[config.mk]
export PLATFORM = sky130hd
export DESIGN_NAME = alu_ctrl_unit
export DESIGN_NICKNAME = d
export VERILOG_FILES = /design/src/rtl/alu_ctrl_pkg.sv /design/src/rtl/alu_ctrl_unit_alu_core.sv /design/src/rtl/alu_ctrl_unit.sv
export SDC_FILE = /design/constraint.sdc
export NUM_CORES = 1
export LEC_CHECK = 0
export CORE_ASPECT_RATIO = 0.75
export CORE_MARGIN = 10
export CORE_UTILIZATION = 60
export DETAILED_ROUTE_END_ITERATION = 6
export PLACE_DENSITY = 0.83
export SYNTH_ARGS = -nofsm -noshare
export SYNTH_HDL_FRONTEND = slang
export SYNTH_SLANG_ARGS = --single-unit
[constraint.sdc]
create_clock -name clk -period 1.05 [get_ports clk]
set_input_delay 0.21 -clock clk [delete_from_list [all_inputs] [get_ports clk]]
set_output_delay 0.21 -clock clk [all_outputs]
set_load 0.01 [all_outputs]
[src/rtl/alu_ctrl_pkg.sv]
// Shared constants for the RV32I execute-stage decoder and ALU.
package alu_ctrl_pkg;

  localparam int XLEN = 32;

  // Major opcodes, instruction[6:0]
  localparam logic [6:0] OP_R      = 7'b0110011;
  localparam logic [6:0] OP_IMM    = 7'b0010011;
  localparam logic [6:0] OP_LOAD   = 7'b0000011;
  localparam logic [6:0] OP_STORE  = 7'b0100011;
  localparam logic [6:0] OP_BRANCH = 7'b1100011;
  localparam logic [6:0] OP_JAL    = 7'b1101111;
  localparam logic [6:0] OP_JALR   = 7'b1100111;
  localparam logic [6:0] OP_LUI    = 7'b0110111;
  localparam logic [6:0] OP_AUIPC  = 7'b0010111;

  // ALU operation codes, laid out as {funct7_bit, funct3}
  localparam logic [3:0] ALU_ADD    = 4'b0000;
  localparam logic [3:0] ALU_SUB    = 4'b1000;
  localparam logic [3:0] ALU_SLL    = 4'b0001;
  localparam logic [3:0] ALU_SLT    = 4'b0010;
  localparam logic [3:0] ALU_SLTU   = 4'b0011;
  localparam logic [3:0] ALU_XOR    = 4'b0100;
  localparam logic [3:0] ALU_SRL    = 4'b0101;
  localparam logic [3:0] ALU_SRA    = 4'b1101;
  localparam logic [3:0] ALU_OR     = 4'b0110;
  localparam logic [3:0] ALU_AND    = 4'b0111;
  localparam logic [3:0] ALU_PASS_B = 4'b1111;

  // Datapath control bundle produced by the decoder
  typedef struct packed {
    logic alu_src;
    logic mem_to_reg;
    logic reg_write;
    logic mem_read;
    logic mem_write;
    logic branch;
    logic jump;
  } ctrl_t;

endpackage

[src/rtl/alu_ctrl_unit_alu_core.sv]
// Purely combinational 32-bit ALU: operation code in, result out.
module alu_core
  import alu_ctrl_pkg::*;
#(
  parameter int XLEN = 32
) (
  input  logic [XLEN-1:0] a_i,
  input  logic [XLEN-1:0] b_i,
  input  logic [3:0]      alu_control_i,
  output logic [XLEN-1:0] result_o
);

  logic [4:0] shamt;
  assign shamt = b_i[4:0];

  // Select the operation; unused codes produce zero.
  always_comb begin
    result_o = '0;
    case (alu_control_i)
      ALU_ADD:    result_o = a_i + b_i;
      ALU_SUB:    result_o = a_i - b_i;
      ALU_SLL:    result_o = a_i << shamt;
      ALU_SLT:    result_o = {{(XLEN-1){1'b0}}, ($signed(a_i) < $signed(b_i))};
      ALU_SLTU:   result_o = {{(XLEN-1){1'b0}}, (a_i < b_i)};
      ALU_XOR:    result_o = a_i ^ b_i;
      ALU_SRL:    result_o = a_i >> shamt;
      ALU_SRA:    result_o = $signed(a_i) >>> shamt;
      ALU_OR:     result_o = a_i | b_i;
      ALU_AND:    result_o = a_i & b_i;
      ALU_PASS_B: result_o = b_i;
      default:    result_o = '0;
    endcase
  end

endmodule

[src/rtl/alu_ctrl_unit.sv]
// RV32I execute stage: decode opcode/funct fields, run the ALU, and
// register every output for a fixed one-cycle latency.
//
// Handshake: in_valid qualifies the inputs in the cycle it is high; there
// is no ready (the unit never stalls). out_valid is in_valid delayed by one
// clock. When in_valid is low, out_valid drops and all other outputs keep
// the last captured values.
module alu_ctrl_unit
  import alu_ctrl_pkg::*;
#(
  parameter int XLEN = 32
) (
  input  logic            clk,
  input  logic            rst_n,
  input  logic            in_valid,
  input  logic [6:0]      opcode,
  input  logic [2:0]      funct3,
  input  logic            funct7_bit,
  input  logic [XLEN-1:0] operand_a,
  input  logic [XLEN-1:0] operand_b,
  output logic            out_valid,
  output logic            alu_src,
  output logic            mem_to_reg,
  output logic            reg_write,
  output logic            mem_read,
  output logic            mem_write,
  output logic            branch,
  output logic            jump,
  output logic [3:0]      alu_control,
  output logic [XLEN-1:0] result,
  output logic            zero_flag
);

  ctrl_t           ctrl_d, ctrl_q;
  logic [3:0]      alu_code_d, alu_code_q;
  logic [XLEN-1:0] result_d, result_q;
  logic            zero_d, zero_q;
  logic            valid_q;

  // Decode opcode/funct fields into control signals and an ALU code.
  always_comb begin
    ctrl_d     = '0;
    alu_code_d = ALU_ADD;
    case (opcode)
      OP_R: begin
        ctrl_d.reg_write = 1'b1;
        // Only ADD/SUB and SRL/SRA are distinguished by funct7 bit 30.
        if (funct3 == 3'b000 || funct3 == 3'b101) alu_code_d = {funct7_bit, funct3};
        else                                      alu_code_d = {1'b0, funct3};
      end
      OP_IMM: begin
        ctrl_d.alu_src   = 1'b1;
        ctrl_d.reg_write = 1'b1;
        // Bit 30 of an I-type is immediate data except for SRLI/SRAI,
        // so ADDI can never turn into SUB.
        if (funct3 == 3'b101) alu_code_d = {funct7_bit, 3'b101};
        else                  alu_code_d = {1'b0, funct3};
      end
      OP_LOAD: begin
        ctrl_d.alu_src    = 1'b1;
        ctrl_d.mem_to_reg = 1'b1;
        ctrl_d.reg_write  = 1'b1;
        ctrl_d.mem_read   = 1'b1;
      end
      OP_STORE: begin
        ctrl_d.alu_src   = 1'b1;
        ctrl_d.mem_write = 1'b1;
      end
      OP_BRANCH: begin
        ctrl_d.branch = 1'b1;
        // BEQ/BNE compare via SUB + zero; BLT/BGE via SLT; BLTU/BGEU via SLTU.
        // The reserved 01x encodings fall back to SUB.
        case (funct3[2:1])
          2'b10:   alu_code_d = ALU_SLT;
          2'b11:   alu_code_d = ALU_SLTU;
          default: alu_code_d = ALU_SUB;
        endcase
      end
      OP_JAL: begin
        ctrl_d.jump      = 1'b1;
        ctrl_d.reg_write = 1'b1;
      end
      OP_JALR: begin
        ctrl_d.jump      = 1'b1;
        ctrl_d.reg_write = 1'b1;
        ctrl_d.alu_src   = 1'b1;
      end
      OP_LUI: begin
        ctrl_d.reg_write = 1'b1;
        ctrl_d.alu_src   = 1'b1;
        alu_code_d       = ALU_PASS_B;
      end
      OP_AUIPC: begin
        ctrl_d.reg_write = 1'b1;
        ctrl_d.alu_src   = 1'b1;
      end
      default: begin
        ctrl_d     = '0;
        alu_code_d = ALU_ADD;
      end
    endcase
  end

  alu_core #(.XLEN(XLEN)) u_alu_core (
    .a_i           (operand_a),
    .b_i           (operand_b),
    .alu_control_i (alu_code_d),
    .result_o      (result_d)
  );

  assign zero_d = (result_d == '0);

  // Output register stage: capture on valid input, otherwise hold.
  always_ff @(posedge clk or negedge rst_n) begin
    if (!rst_n) begin
      valid_q    <= 1'b0;
      ctrl_q     <= '0;
      alu_code_q <= '0;
      result_q   <= '0;
      zero_q     <= 1'b0;
    end else begin
      valid_q <= in_valid;
      if (in_valid) begin
        ctrl_q     <= ctrl_d;
        alu_code_q <= alu_code_d;
        result_q   <= result_d;
        zero_q     <= zero_d;
      end
    end
  end

  assign out_valid   = valid_q;
  assign alu_src     = ctrl_q.alu_src;
  assign mem_to_reg  = ctrl_q.mem_to_reg;
  assign reg_write   = ctrl_q.reg_write;
  assign mem_read    = ctrl_q.mem_read;
  assign mem_write   = ctrl_q.mem_write;
  assign branch      = ctrl_q.branch;
  assign jump        = ctrl_q.jump;
  assign alu_control = alu_code_q;
  assign result      = result_q;
  assign zero_flag   = zero_q;

endmodule

==> metrics.log, run 1 <==
INFO  metric status = did not finish
INFO  metric outcome.stop_stage = clock tree synthesis (4_1_cts)
INFO  metric tool.error = [ERROR DPL-0038] Utilization greater than 100%, impossible to legalize
INFO  metric cts_setup_buffers = 200
INFO  metric netlist_instances = 1743
INFO  metric gp_congestion = 1.362
INFO  metric clkSinkCount = 44
INFO  metric max-clock-path-buffers = 2
INFO  metric port_buffers = 122
INFO  metric cts-resized-gates = 1106
INFO  metric die-height = 147.3 microns
INFO  metric fp.dieW = 189.8 microns
INFO  metric yosys.cell_types.count = 104
INFO  metric synth_nets = 1921
INFO  metric postSynthRegisterBits = 44
INFO  metric async_s_r_ff_share_synth = 100.0%
INFO  metric tritoncts.num_buffers = 5
INFO  metric average_footprint_of_a_synthesized_cell = 7.440 sq um
INFO  metric mappedNetlistArea = 12970 sq um
INFO  metric synth_enable_flop_cells = 0
INFO  metric synth_warnings = 0
INFO  metric synthFlopType = sky130_fd_sc_hd__dfrtp_1
INFO  metric detailed_place_hpwl = 64650 microns
INFO  metric hold_buffers = 1
INFO  metric floorplan.io_pins = 123
INFO  metric initial_core_util = 61.23%
INFO  metric cts_max_level = 2
INFO  metric clock_tree.root_cell = sky130_fd_sc_hd__clkbuf_16
INFO  metric rows = 46
INFO  metric yosysSeqAreaShare = 8.490%
==> cell usage after synthesis (10+ instances only) <==
library cell	n	share of area, %
sky130_fd_sc_hd__nor2_1	169	4.9
sky130_fd_sc_hd__a21oi_1	154	5.9
sky130_fd_sc_hd__nand2_1	151	4.4
sky130_fd_sc_hd__inv_1	101	2.9
sky130_fd_sc_hd__ha_1	98	9.5
sky130_fd_sc_hd__o21ai_0	85	3.3
sky130_fd_sc_hd__clkbuf_1	76	2.2
sky130_fd_sc_hd__nand3_1	62	2.4
sky130_fd_sc_hd__mux2i_1	61	4.7
sky130_fd_sc_hd__buf_2	52	2.0
sky130_fd_sc_hd__mux4_2	52	9.0
sky130_fd_sc_hd__dfrtp_1	44	8.5
sky130_fd_sc_hd__mux2_2	36	3.1
sky130_fd_sc_hd__o22ai_1	36	1.7
sky130_fd_sc_hd__a211oi_1	33	1.9
sky130_fd_sc_hd__o211ai_1	31	1.8
sky130_fd_sc_hd__nor3_1	28	1.1
sky130_fd_sc_hd__a31oi_1	26	1.3
sky130_fd_sc_hd__nor4_1	19	0.92
sky130_fd_sc_hd__nand2b_1	18	0.87
sky130_fd_sc_hd__nand4_1	18	0.87
sky130_fd_sc_hd__a21o_1	16	0.93
sky130_fd_sc_hd__nor2b_1	16	0.77
sky130_fd_sc_hd__o221ai_1	14	0.95
sky130_fd_sc_hd__o31ai_1	14	0.81
sky130_fd_sc_hd__buf_4	13	0.75
sky130_fd_sc_hd__o2111ai_1	13	0.88
sky130_fd_sc_hd__xnor2_1	13	0.88
sky130_fd_sc_hd__buf_6	12	1.0
sky130_fd_sc_hd__o21a_1	12	0.69
sky130_fd_sc_hd__a211o_1	10	0.68
sky130_fd_sc_hd__a221oi_1	10	0.68
sky130_fd_sc_hd__o21bai_1	10	0.58
sky130_fd_sc_hd__or2_2	10	0.48
==> cells by family after synthesis <==
| logic type | synth area share (%) |
|---|---|
| adders and majority gates | 9.764 |
| AOI/OAI and AO/OA | 31.27 |
| muxes | 18.40 |
| buffers and inverters | 9.455 |
| and+or+nand+nor | 21.27 |
| xor gates and xnor gates | 1.351 |
| DFF | 8.490 |
==> through the flow <==
step | hold WS (ns) | cell area [sq um] | setup slack, ns | instances | setup TNS (ns)
floorplan | -0.08559 | 13570 | -2.275 | 1743 | -49.80
global placement | 0.1039 | 19500 | -2.950 | 2700 | -83.97
detailed placement | 0.1063 | 19500 | -3.375 | 2700 | -92.01
==> inputs of run 2 (changes only) <==
- CORE_ASPECT_RATIO: 0.75 -> unset
- CORE_UTILIZATION: 60 -> 40
- PLACE_DENSITY: 0.83 -> unset
- PLACE_DENSITY_LB_ADDON: unset -> 0.15
==> run 2 against run 1 <==
Compared with the run above:
- the flow now finishes, with violations (DRC, setup timing)
- area after synthesis stayed put
- synthesized cell count stayed put
==> metrics.log, run 2 <==
INFO  metric routed-wl-met3 = 11490 microns
INFO  metric synth_area_leader_cell = sky130_fd_sc_hd__ha_1
INFO  metric port_buffers = 122 (unchanged)
INFO  metric synth_nets = 1921 (unchanged)
INFO  metric fp.dieW = 200.1 microns (+5.4%)
INFO  metric p_sw = 8.304 mW
INFO  metric critical_path.most_common_cell = sky130_fd_sc_hd__buf_4
INFO  metric ys_top_cells_by_area = sky130_fd_sc_hd__ha_1 9.5%, sky130_fd_sc_hd__mux4_2 9.0%, sky130_fd_sc_hd__dfrtp_1 8.5%
INFO  metric route.met2.wl = 38390 microns
INFO  metric clkTransAtPathRegs = 0.07 ns
INFO  metric average_footprint_of_a_synthesized_cell = 7.440 sq um (unchanged)
INFO  metric fin_tns_setup = -57.08 ns
INFO  metric pwr-share-seq = 11.5%
INFO  metric worst-path-max-fanout = 8
INFO  metric largest_register_ff_count = 32
INFO  metric ir_drop = 0.0006116 V
INFO  metric via_count = 20640
INFO  metric layout_fillers = 2141
INFO  metric top_cells_by_count_synth = 169 x sky130_fd_sc_hd__nor2_1, 154 x sky130_fd_sc_hd__a21oi_1, 151 x sky130_fd_sc_hd__nand2_1
INFO  metric detail_route.iter0.violations = 3020
INFO  metric postSynthRegisterBits = 44 (unchanged)
INFO  metric tritoncts.num_buffers = 5 (unchanged)
INFO  metric area_growth = 92.75%
INFO  metric critical_path.max_stage_delay = 0.65 ns
INFO  metric firstDrtPassIters = 7
INFO  metric cts_tree = yes
INFO  metric highest_count_cells_in_the_layout_ignoring_fill_and_taps = 838 x sky130_fd_sc_hd__buf_4, 137 x sky130_fd_sc_hd__nor2_1, 133 x sky130_fd_sc_hd__nand2_1
INFO  metric floorplan.die_area = 40020 sq um
INFO  metric synth_enable_flop_cells = 0 (unchanged)
INFO  metric power.share.combinational = 78.4%
INFO  metric max-clock-path-buffers = 2 (unchanged)
INFO  metric cell_internal_pwr = 10.13 mW
INFO  metric post_drt_wl_per_cell = 29.18 microns
INFO  metric drive_gt1_share = 60.67%
INFO  metric synth_warnings = 0 (unchanged)
INFO  metric async_s_r_ff_share_synth = 100.0% (unchanged)
INFO  metric mappedNetlistArea = 12970 sq um (unchanged)
INFO  metric endpoint_kind_of_the_worst_setup_timing_path = flop
INFO  metric dr.max_layer_used = met4
INFO  metric fin_total_pwr = 18.44 mW
INFO  metric synthFlopType = sky130_fd_sc_hd__dfrtp_1
INFO  metric crit_slowest_cell = sky130_fd_sc_hd__nor2b_1
INFO  metric clockPowerShare = 10.1%
INFO  metric grt_usage = 40.75%
INFO  metric drt-total-wl = 90890 microns
INFO  metric rows = 65 (+41%)
INFO  metric yosys.area.top_type_share = 9.455% (unchanged)
INFO  metric pin_count_of_the_biggest_net_entering_global_routing = 71
INFO  metric power_per_cell_area = 737.6 nW/um^2
INFO  metric p_sw_share = 45.04%
INFO  metric grt-ovfl-total = 0
INFO  metric final-max-slew-violation-count = 0
INFO  metric routed_metal_1_wire_length = 32220 microns
INFO  metric netlist_instances = 1743 (unchanged)
INFO  metric clock_tree.root_cell = sky130_fd_sc_hd__clkbuf_16
INFO  metric finalCritPeriodShare = 328.7%
INFO  metric required = 1.27 ns
INFO  metric finalSetupViolCount = 45
INFO  metric hold_ws = 0.2568 ns
INFO  metric timing.slew.headroom = 45.37%
INFO  metric finalWorstSetupSlack = -2.401 ns
INFO  metric initial_core_util = 40.78% (-20 points)
INFO  metric post-route-drc-count = 17
INFO  metric design.final.nets = 2857
INFO  metric final_hold_viol_count = 0
INFO  metric final_critical_delay_including_setup_and_external_delays = 3.451 ns
INFO  metric grt_pass1_wl = 123100 microns
INFO  metric timing.hold.worst.class = primary input to flop
INFO  metric status = finished with violations
INFO  metric cp.arrival = 3.67 ns
INFO  metric ant_nets = 0
INFO  metric floorplan_core_area = 31800 sq um
INFO  metric number_of_global_route_vias_before_repair = 19460
INFO  metric setup.worst_path.class = primary input to flop
INFO  metric cts_max_level = 2 (unchanged)
INFO  metric static-leakage-power = 11.04 nW
INFO  metric violations = DRC, setup timing
INFO  metric die-height = 200.1 microns (+36%)
INFO  metric gp_congestion = 1.087 (-20%)
INFO  metric clkSinkCount = 44 (unchanged)
INFO  metric tightest_slew = 0.8177 ns
INFO  metric cap_viol_max_count = 0
INFO  metric cp-start-kind = primary input
INFO  metric yosys.cell_types.count = 104 (unchanged)
INFO  metric grt_setup_unrepaired = yes
INFO  metric synth.most_common_cell = sky130_fd_sc_hd__nor2_1
INFO  metric antenna_diode_instance_count = 0
INFO  metric worst_skew_pair_later_pin_latency = 0.29 ns
INFO  metric crit_path_cells = buf_2 > buf_6 > buf_4 > buf_4 > nor2b_1 > a221oi_1 > a21oi_1 > o22ai_1 > a211oi_1 > nand2_2 > a2111oi_4 > nand3_1 > nor4_2 > nand4_1 > o21ai_1
INFO  metric floorplan.io_pins = 123 (unchanged)
INFO  metric fmax = 289.8 MHz
INFO  metric yosysSeqAreaShare = 8.490% (unchanged)
INFO  metric detailed_place_hpwl = 64530 microns (-0.19%)
INFO  metric fin_skew = 0 ns
INFO  metric layout_commonest_cell = sky130_fd_sc_hd__buf_4
INFO  metric vias_per_cell = 6.626
INFO  metric initial_antenna_violation_count = 0
-- run 2: worst paths after layout --
| path | startpoint | to | slack (ns) | depth (start not counted) |
|---|---|---|---|---|
| hold reg to reg | result[9]$_DFFE_PN0P_ | result[9]$_DFFE_PN0P_ | 0.52 | 2 |
| min in group asynchronous | rst_n | result[28]$_DFFE_PN0P_ | 0.45 | 3 |
| max in group asynchronous | rst_n | mem_read$_DFFE_PN0P_ | 0.36 | 3 |
| setup / recovery | operand_b[3] | zero_flag$_DFFE_PN0P_ | -2.40 | 15 |
| setup reg to reg | result[1]$_DFFE_PN0P_ | result[1]$_DFFE_PN0P_ | 0 | 4 |
| hold / removal | opcode[6] | mem_write$_DFFE_PN0P_ | 0.26 | 3 |
-- run 2: area by class of cell --
cell class              count  area (sq um)  area share [%]
repair buffers           1092          9119           36.48
flip-flops and latches     44          1101           4.405
inverters                 105         449.2           1.797
clock inverters             2         35.03          0.1402
multi-input cells        1431         13620           54.48
clock buffers               6         128.9          0.5156
well taps                 435         544.3           2.177
-- run 2: through the flow --
stage	setup WS (ns)	cells	area, sq um	utilization (%)
final	-2.401	3115	25000	78.61
after global routing	-2.467	3115	25000	78.61
after CTS	-2.325	3037	23310	73.32
after detailed placement	-3.522	2904	20140	63.33
after global placement	-3.490	2904	20140	63.33
after floorplan	-2.275	1743	13570	-
-- run 2: kinds of logic after synthesis --
family          Yosys count  share of synthesized area [%]
fa+ha+maj               100                          9.764
compound gates          590                          31.27
simple gates            564                          21.27
xor+xnor                 20                          1.351
buf+inv                 268                          9.455
flops                    44                          8.490
mux                     157                          18.40
-- run 2: routing by layer --
layer / up-vias / GRT usage (%)
met5: - / 0
met1: 9742 / 49.58
li1: 8476 / -
met4: 0 / 27.54
met2: 1796 / 62.37
met3: 625 / 10.43
-- run 2: timing repair --
item / CTS / global route
pin swaps: 142 / 109
gates cloned: 3 / 3
resized for setup: 765 / 332
hold endpoints to repair: 44 / 0
hold buffers: 1 / 0
setup endpoints to repair: 88 / 88
setup buffers: 129 / 78
-- run 2: power by group through the flow --
stage	registers [mW]	clock network, mW	logic, mW
6_report	2.12	1.86	14.5
2_1_floorplan	2.23	0	4.75
3_5_place_dp	2.12	0	10.7
4_1_cts	2.09	1.85	12.5
3_3_place_gp	2.11	0	10.6
5_1_grt	2.15	1.96	14.9
-- run 2: worst max-delay path, delay by kind of cell --
| kind | cells | cell delay [ns] |
|---|---|---|
| AOI/OAI and AO/OA | 6 | 1.53 |
| buffers and inverters | 4 | 0.61 |
| and+or+nand+nor | 5 | 1.31 |
Power figures use the tool's default switching activity.
